File: src/rtl/decode_scoreboard.sv
// Decode-stage hazard scoreboard: per-register countdown to forwardability, decode stall and hazard flags.
// Optional macro SB_BRANCH_EXFWD_EN lets register branches consume a latency-0 result from the EX bypass.
module decode_scoreboard #(
    parameter int NUM_REGS = 16,
    parameter int REG_AW   = 4,
    parameter int MAX_LAT  = 3,
    parameter int CNT_W    = 3,
    parameter int PERF_W   = 16
) (
    input  logic                clk,
    input  logic                rst_n,
    input  logic                dec_valid,
    input  logic                flush,
    input  logic                dec_wr,
    input  logic [REG_AW-1:0]   dec_dst,
    input  logic [CNT_W-1:0]    dec_lat,
    input  logic [REG_AW-1:0]   src1,
    input  logic [REG_AW-1:0]   src2,
    input  logic                src1_used,
    input  logic                src2_used,
    input  logic                br_reg,
    output logic                stall,
    output logic                haz1,
    output logic                haz2,
    output logic [NUM_REGS-1:0] busy,
    output logic [PERF_W-1:0]   stall_total
);

    logic [CNT_W-1:0] cnt [NUM_REGS];
    logic [CNT_W-1:0] lat_c;
    logic [CNT_W-1:0] cnt_new;
    logic [CNT_W-1:0] cnt1;
    logic [CNT_W-1:0] cnt2;
    logic             issue;
    logic             br_ok;
    logic             br_blk;

    assign lat_c   = (dec_lat > CNT_W'(MAX_LAT)) ? CNT_W'(MAX_LAT) : dec_lat;
    assign cnt_new = lat_c + CNT_W'(1);
    assign cnt1    = cnt[src1];
    assign cnt2    = cnt[src2];

`ifdef SB_BRANCH_EXFWD_EN
    logic exf [NUM_REGS];

    always_ff @(posedge clk or negedge rst_n) begin
        if (!rst_n) begin
            for (int unsigned r = 0; r < NUM_REGS; r++) exf[r] <= 1'b0;
        end else begin
            exf[0] <= 1'b0;
            for (int unsigned r = 1; r < NUM_REGS; r++)
                if (issue && dec_dst == REG_AW'(r)) exf[r] <= (dec_lat == '0);
        end
    end

    assign br_ok = exf[src1];
`else
    assign br_ok = 1'b0;
`endif

    // A branch resolves in decode, so a count of 1 still blocks unless the EX bypass can serve it.
    assign br_blk = (cnt1 > CNT_W'(1)) | ((cnt1 == CNT_W'(1)) & ~br_ok);

    always_comb begin
        haz1 = 1'b0;
        if (src1 != '0) begin
            if (br_reg) haz1 = br_blk;
            else        haz1 = src1_used & (cnt1 > CNT_W'(1));
        end
        haz2  = src2_used & (src2 != '0) & (cnt2 > CNT_W'(1));
        stall = dec_valid & ~flush & (haz1 | haz2);
        issue = dec_valid & ~flush & ~stall & dec_wr & (dec_dst != '0);
    end

    always_comb begin
        busy = '0;
        for (int unsigned r = 0; r < NUM_REGS; r++) busy[r] = (cnt[r] != '0);
    end

    // Issue overwrites an older pending entry for the same register (WAW).
    always_ff @(posedge clk or negedge rst_n) begin
        if (!rst_n) begin
            for (int unsigned r = 0; r < NUM_REGS; r++) cnt[r] <= '0;
            stall_total <= '0;
        end else begin
            cnt[0] <= '0;
            for (int unsigned r = 1; r < NUM_REGS; r++) begin
                if (issue && dec_dst == REG_AW'(r)) cnt[r] <= cnt_new;
                else if (cnt[r] != '0)              cnt[r] <= cnt[r] - CNT_W'(1);
            end
            if (stall && stall_total != '1) stall_total <= stall_total + PERF_W'(1);
        end
    end

endmodule

File: config.mk
export PLATFORM = sky130hd
export DESIGN_NAME = decode_scoreboard
export DESIGN_NICKNAME = d
export VERILOG_FILES = /design/src/rtl/decode_scoreboard.sv
export SDC_FILE = /design/constraint.sdc
export NUM_CORES = 1
export LEC_CHECK = 0
export CAP_MARGIN = 5
export CORE_MARGIN = 3
export CORE_UTILIZATION = 55
export DETAILED_ROUTE_END_ITERATION = 12
export PLACE_DENSITY = 0.9
export SETUP_SLACK_MARGIN = 0.15
export SKIP_LAST_GASP = 1
export SLEW_MARGIN = 20
export SYNTH_ARGS = -nofsm -noshare
export SYNTH_HDL_FRONTEND = slang
export SYNTH_SLANG_ARGS = --single-unit
File: constraint.sdc
create_clock -name clk -period 3.5 [get_ports clk]
set_input_delay 0.875 -clock clk [delete_from_list [all_inputs] [get_ports clk]]
set_output_delay 0.875 -clock clk [all_outputs]
set_load 0.01 [all_outputs]
Word-level counts from Yosys, hierarchy flattened
Index checks and enable logic that the tools add are counted.
- flip-flop bits (word level): 61
- bits of input ports: 23
- output and inout bits: 35
- word-level logic and storage cells: 157
- $add $sub $neg: 17
- order comparisons: 5
- equality and inequality tests: 17
- multiplexer cells: 39
- bitwise operators: 14
- reductions and logical operators: 49
- operator list (cell ; count):
    two-way mux 3 bit ; 35
    nonzero test 3 bit ; 15
    subtractor 3 x 1 -> 3 bit (second input constant) ; 15
    == test 4 bit (second input constant) ; 8
    nonzero test 2 bit ; 15
    binary-select mux 3 bit (select 4 bit) ; 2
    adder 16 x 1 -> 16 bit (second input constant) ; 1
    == test 4 x 3 -> 1 bit (second input constant) ; 4
    logical AND 1 bit ; 16
    != test 16 bit (second input constant) ; 1
    nonzero test 4 bit ; 3
    greater-or-equal comparator 5 bit (second input constant) ; 2
    inverter 4 -> 5 bit ; 2
    AND 1 bit ; 8
    == test 4 x 2 -> 1 bit (second input constant) ; 2
    > comparator 3 x 1 -> 1 bit (second input constant) ; 2
    == test 4 x 1 -> 1 bit (second input constant) ; 1
    adder 3 x 1 -> 3 bit (second input constant) ; 1
    == test 3 x 1 -> 1 bit (second input constant) ; 1
    > comparator 3 x 2 -> 1 bit (second input constant) ; 1
    two-way mux 1 bit ; 2
    inverter 1 bit ; 2
    OR 1 bit ; 2

Longest topological paths before layout
- word-level depth: 16
- mapped depth: 10
- depth with buffers taken out: 7

Least setup slack after synthesis
OpenSTA, ideal clock, no wires.
- path type: input -> output
- start: in src2[0]
- end: out stall
- data arrival time: 2.544 ns
- data required time: 2.625 ns
- setup slack: 0.081 ns
- cell stages on the path: 9
- buffers on the path: 3
- cells stage by stage: buf_6 -> nor3_1 -> a21oi_1 -> mux4_2 -> a32o_1 -> o21bai_4 -> buf_6 -> buf_2 -> and2_1
- cells in the longest elaborated chain, start to end: 8
- elaborated cells on any way between the ends: 10
- those cells by class: order compare: 1; mux: 3; bitwise: 5; reduce/logical: 1
- RTL lines (what ; RTL line ; source):
    start, declared ; 18 ; input logic [REG_AW-1:0] src2,
    inverter 4 -> 5 bit (implied by the code) ; 41 ; assign cnt2 = cnt[src2];
    binary-select mux 3 bit (select 4 bit) ; 41 ;
    two-way mux 3 bit (implied by the code) (2 in a row) ; 41 ;
    > comparator 3 x 1 -> 1 bit ; 70 ; haz2 = src2_used & (src2 != '0) & (cnt2 > CNT_W'(1));
    AND 1 bit * ; 70 ;
    named net haz2 ; 24 ; output logic haz2,
    OR 1 bit * ; 71 ; stall = dec_valid & ~flush & (haz1 | haz2);
    AND 1 bit * ; 71 ;
    end, declared ; 22 ; output logic stall,
The timed path passes the listed nets; every way through them passes the cells marked *. The select of a mux whose other input is x is not followed.

Worst setup path after layout
- start: in src2[0]
- end: out stall
- cells in the longest elaborated chain, start to end: 8
- elaborated cells on any way between the ends: 10
- those cells by class: order compare: 1; mux: 3; bitwise: 5; reduce/logical: 1
- RTL lines (what ; RTL line):
    inverter 4 -> 5 bit (implied by the code) ; 41
    binary-select mux 3 bit (select 4 bit) ; 41
    two-way mux 3 bit (implied by the code) (2 in a row) ; 41
    > comparator 3 x 1 -> 1 bit ; 70
    AND 1 bit * ; 70
    OR 1 bit * ; 71
    AND 1 bit * ; 71
Every way passes the cells marked *; elsewhere a longest branch is shown, timed or not. The select of a mux whose other input is x is not followed.

==> out/results.txt <==
The largest total area in the synthesized netlist belongs to sky130_fd_sc_hd__dfrtp_1. The worst slew margin relative to its limit is 51.6%. The wire length of the first global-routing pass was 17000 um.

The min-delay analysis places its worst path in the category reg -> reg. After layout, the worst path uses 96.9% of the clock period. In this run the number of H-tree levels came out at 3.

The average wire per standard cell was 17.2 um. In the routed layout, each cell is associated on average with a via count of 5.64. For this run, the top clock speed supported by timing is 295 MHz. Total of buffers placed on input and output ports: 56. The worst setup path is launched from an input pin.

The die is 96.5 um wide. For this run, the share of the core covered by cells in the final layout is 70.6%. The total via count after detailed routing is 3442. The run finished with clean final reports. The via count of the first global-routing pass was 3541; the area growth from synthesis to layout was 23.1%. After routing the design area is 0.00554 mm2. The first detailed-routing pass ran for 5 iterations. The detailed router finished its first iteration with 191 violations. Across the routed clock network, the largest skew measured is 0.0110 ns. Classification of the worst setup path: in -> out. The core region is 0.00785 mm2. The worst hold path begins at stall_total[9]$_DFFE_PN0P_. The gate count of the mapped netlist is 423. The placed wire-length estimate is 7920 um. The worst register-to-register path ends at cnt[2]$_DFFE_PN0P_.

Measured in cells, the most critical reg-to-reg path has a length of 8. Once detail routing completed, the nets flagged for antenna violations numbered 0. For the pin count of the biggest net entering global routing, the log shows 31. The startpoint of the worst register-to-register path was cnt[11]$_DFFE_PN0P_.

The number of antenna violations at the first check in global routing is 0. The synthesized design contains 61 register bits. From bottom edge to top edge, the die measures 96.5 um. The most common cell in the synthesized netlist is sky130_fd_sc_hd__dfrtp_1. The tools report the final number of max-transition violations as 0.

Summed over all cells, the static leakage comes to 2.96 nW. The logs give 33.9% for the part of the Yosys area used for sequential elements and 2.62 ns for the data required time at the worst endpoint. The number of antenna repair diodes was 0. Setup repair after global routing could not meet its margin everywhere.

The tools report the element type at the critical path end as an output pin. After clock tree synthesis, the clock-pin slew on the worst setup and hold paths is 0.06 ns. The commonest cells after synthesis are sky130_fd_sc_hd__dfrtp_1, sky130_fd_sc_hd__nor2_1, sky130_fd_sc_hd__inv_1.

Counting flops with an async set or reset pin after synthesis yields a share of 100%. The mapped netlist covers 0.00450 mm2. The cell area after placement is 0.00532 mm2. The run gives 9 as the number of buffers inserted during clock tree synthesis.

The floorplan has 32 rows. The clock latency on the worst-skew pair came out at 0.34 ns. In the final timing run, aggregate negative setup slack is 0 ns. TritonCTS built the clock tree. For this run the aggregate overflow at the end of global routing stands at 0. For the worst setup slack for register-to-register paths, the log shows 0.77 ns. The die covers 0.00930 mm2. The maximum fanout encountered on the critical timing path is 5. The per-instance average area after synthesis came out at 10.6 um2.

The final net count is 558, and the max-capacitance violation count is 0. Setup violations remaining at the end of the flow were counted as 0. The top flip-flop cell by instance count after synthesis was sky130_fd_sc_hd__dfrtp_1. At the pin with the least slew margin, the transition time is 0.723 ns. Counting flops with a built-in enable in the synthesized netlist gives 0. The path with the worst hold slack has its endpoint at stall_total[9]$_DFFE_PN0P_. The number of remaining DRC errors came out at 0. The shortest clock period the worst path allows after layout is 3.39 ns. Synthesis instantiated 48 different standard cells from the library. Global-route usage over all layers: 23.9%. The number of nets produced by synthesis is 478, and the cell count of the worst hold path is 1.

For this design, the sink count on the clock tree is 61. The longest clock path from root to sink contains 2 buffers. 58 I/O pins were placed. The final count of hold timing violations is 0. The share of synthesized area in the top cell type comes to 33.9%.

By area the synthesized netlist is led by sky130_fd_sc_hd__dfrtp_1, sky130_fd_sc_hd__ha_1, sky130_fd_sc_hd__mux2_4, sky130_fd_sc_hd__nand3b_4, sky130_fd_sc_hd__xnor2_1. The share of layout cells above drive strength 1 was 23.6%; the routability congestion estimate was 0.907. Data arrival time of the critical path: 2.51 ns. Yosys printed 0 warnings.

Summed over all layers, the routed wires come to 10500 um. The cell at the root of the clock tree was sky130_fd_sc_hd__clkbuf_8. The worst-case IR drop observed on VDD is 0.000424 V.

Once the floorplan was initialized, standard cells occupied 57.4% of the core. The power density over cell area works out to 787 mW/mm2. The tools report the final total power as 4.36 mW.
[critical path: stages]
cell,delay [ns]
sky130_fd_sc_hd__buf_6,0.10
sky130_fd_sc_hd__buf_8,0.13
sky130_fd_sc_hd__nor3_4,0.13
sky130_fd_sc_hd__a21oi_1,0.08
sky130_fd_sc_hd__mux4_2,0.49
sky130_fd_sc_hd__a32o_2,0.25
sky130_fd_sc_hd__o21bai_4,0.19
sky130_fd_sc_hd__and2_4,0.17
sky130_fd_sc_hd__buf_6,0.11
[where the power goes]
part	leakage, nW	switching [mW]	internal (mW)
registers	0.742	0.344	1.02
clock network	0.107	0.273	0.398
logic	2.12	0.985	1.34
[metrics by stage]
stage,std cells,setup WS [ns],hold WS [ns]
after floorplan,423,0.157,0.518
after detailed placement,593,-0.571,0.488
after global placement,593,-0.531,0.476
after global routing,610,0.0626,0.519
final,610,0.110,0.500
after CTS,610,0.0776,0.504
[what timing repair did]
action	in CTS	in global routing
resized for setup	26	11
buffers inserted	0	0
endpoints found under the hold margin	0	0
cloned	1	0
pin swaps	6	6
endpoints found under the setup margin	3	3
hold buffers	0	0
[kinds of logic (layout without fill, tap and decap cells)]
family                     after synthesis  after routing  share of synthesized area, %
AOI/OAI and AO/OA                       40             40                          5.81
xor gates and xnor gates                29             29                          5.64
adders and majority gates               32             32                          8.90
buffers and inverters                   46            131                          4.50
DFF                                     61             61                          33.9
muxes                                   71             71                          20.4
other                                    1              1                        0.0833
and+or+nand+nor                        143            143                          20.7
[cell usage in the layout, fill, tap and decap left out, types with 5 or more instances in the layout]
cell                               n
sky130_fd_sc_hd__nand4_1           6
sky130_fd_sc_hd__mux2_2           12
sky130_fd_sc_hd__inv_1            32
sky130_fd_sc_hd__and3_1            9
sky130_fd_sc_hd__nor2_1           48
sky130_fd_sc_hd__nand2b_1         18
sky130_fd_sc_hd__buf_4            24
sky130_fd_sc_hd__clkbuf_8          9
sky130_fd_sc_hd__clkdlybuf4s50_1  46
sky130_fd_sc_hd__ha_1             32
sky130_fd_sc_hd__dfrtp_1          61
sky130_fd_sc_hd__mux2_1           10
sky130_fd_sc_hd__nor3_1            5
sky130_fd_sc_hd__mux2i_1          19
sky130_fd_sc_hd__a21oi_1          20
sky130_fd_sc_hd__nand2_1          10
sky130_fd_sc_hd__mux2_4           26
sky130_fd_sc_hd__nand3b_4         13
sky130_fd_sc_hd__nand3_1          10
sky130_fd_sc_hd__xnor2_1          29
[worst max-delay path by stage]
stage | from | end | slack (ns) | cells after the start
2_1_floorplan | src2[0] | stall | 0.16 | 9
3_3_place_gp | src1[1] | stall | -0.53 | 8
3_5_place_dp | src1[1] | stall | -0.57 | 8
4_1_cts | src1[2] | stall | 0.08 | 8
5_1_grt | src2[0] | stall | 0.06 | 9
6_report | src2[0] | stall | 0.11 | 9
[registers in the layout, indices dropped and copies added, names as in the netlist]
name / count
stall_total: 16
cnt: 45
[final cells by class]
cell class	count	area, um2
well taps	102	128
clock inverters	5	75.1
multi-input cells	316	2820
flip-flops and latches	61	1530
inverters	33	124
clock buffers	11	131
fillers	552	2310
repair buffers	82	736
[layer usage]
metal / part of all wire, % / up-vias / global-route usage (%)
met1: 43 / 1675 / 30.2
met3: 8.3 / 19 / 7.67
li1: - / 1614 / -
met4: 1.7 / 0 / 7.24
met2: 47 / 134 / 39.0
met5: 0 / - / 0
Power figures use the tool's default switching activity.
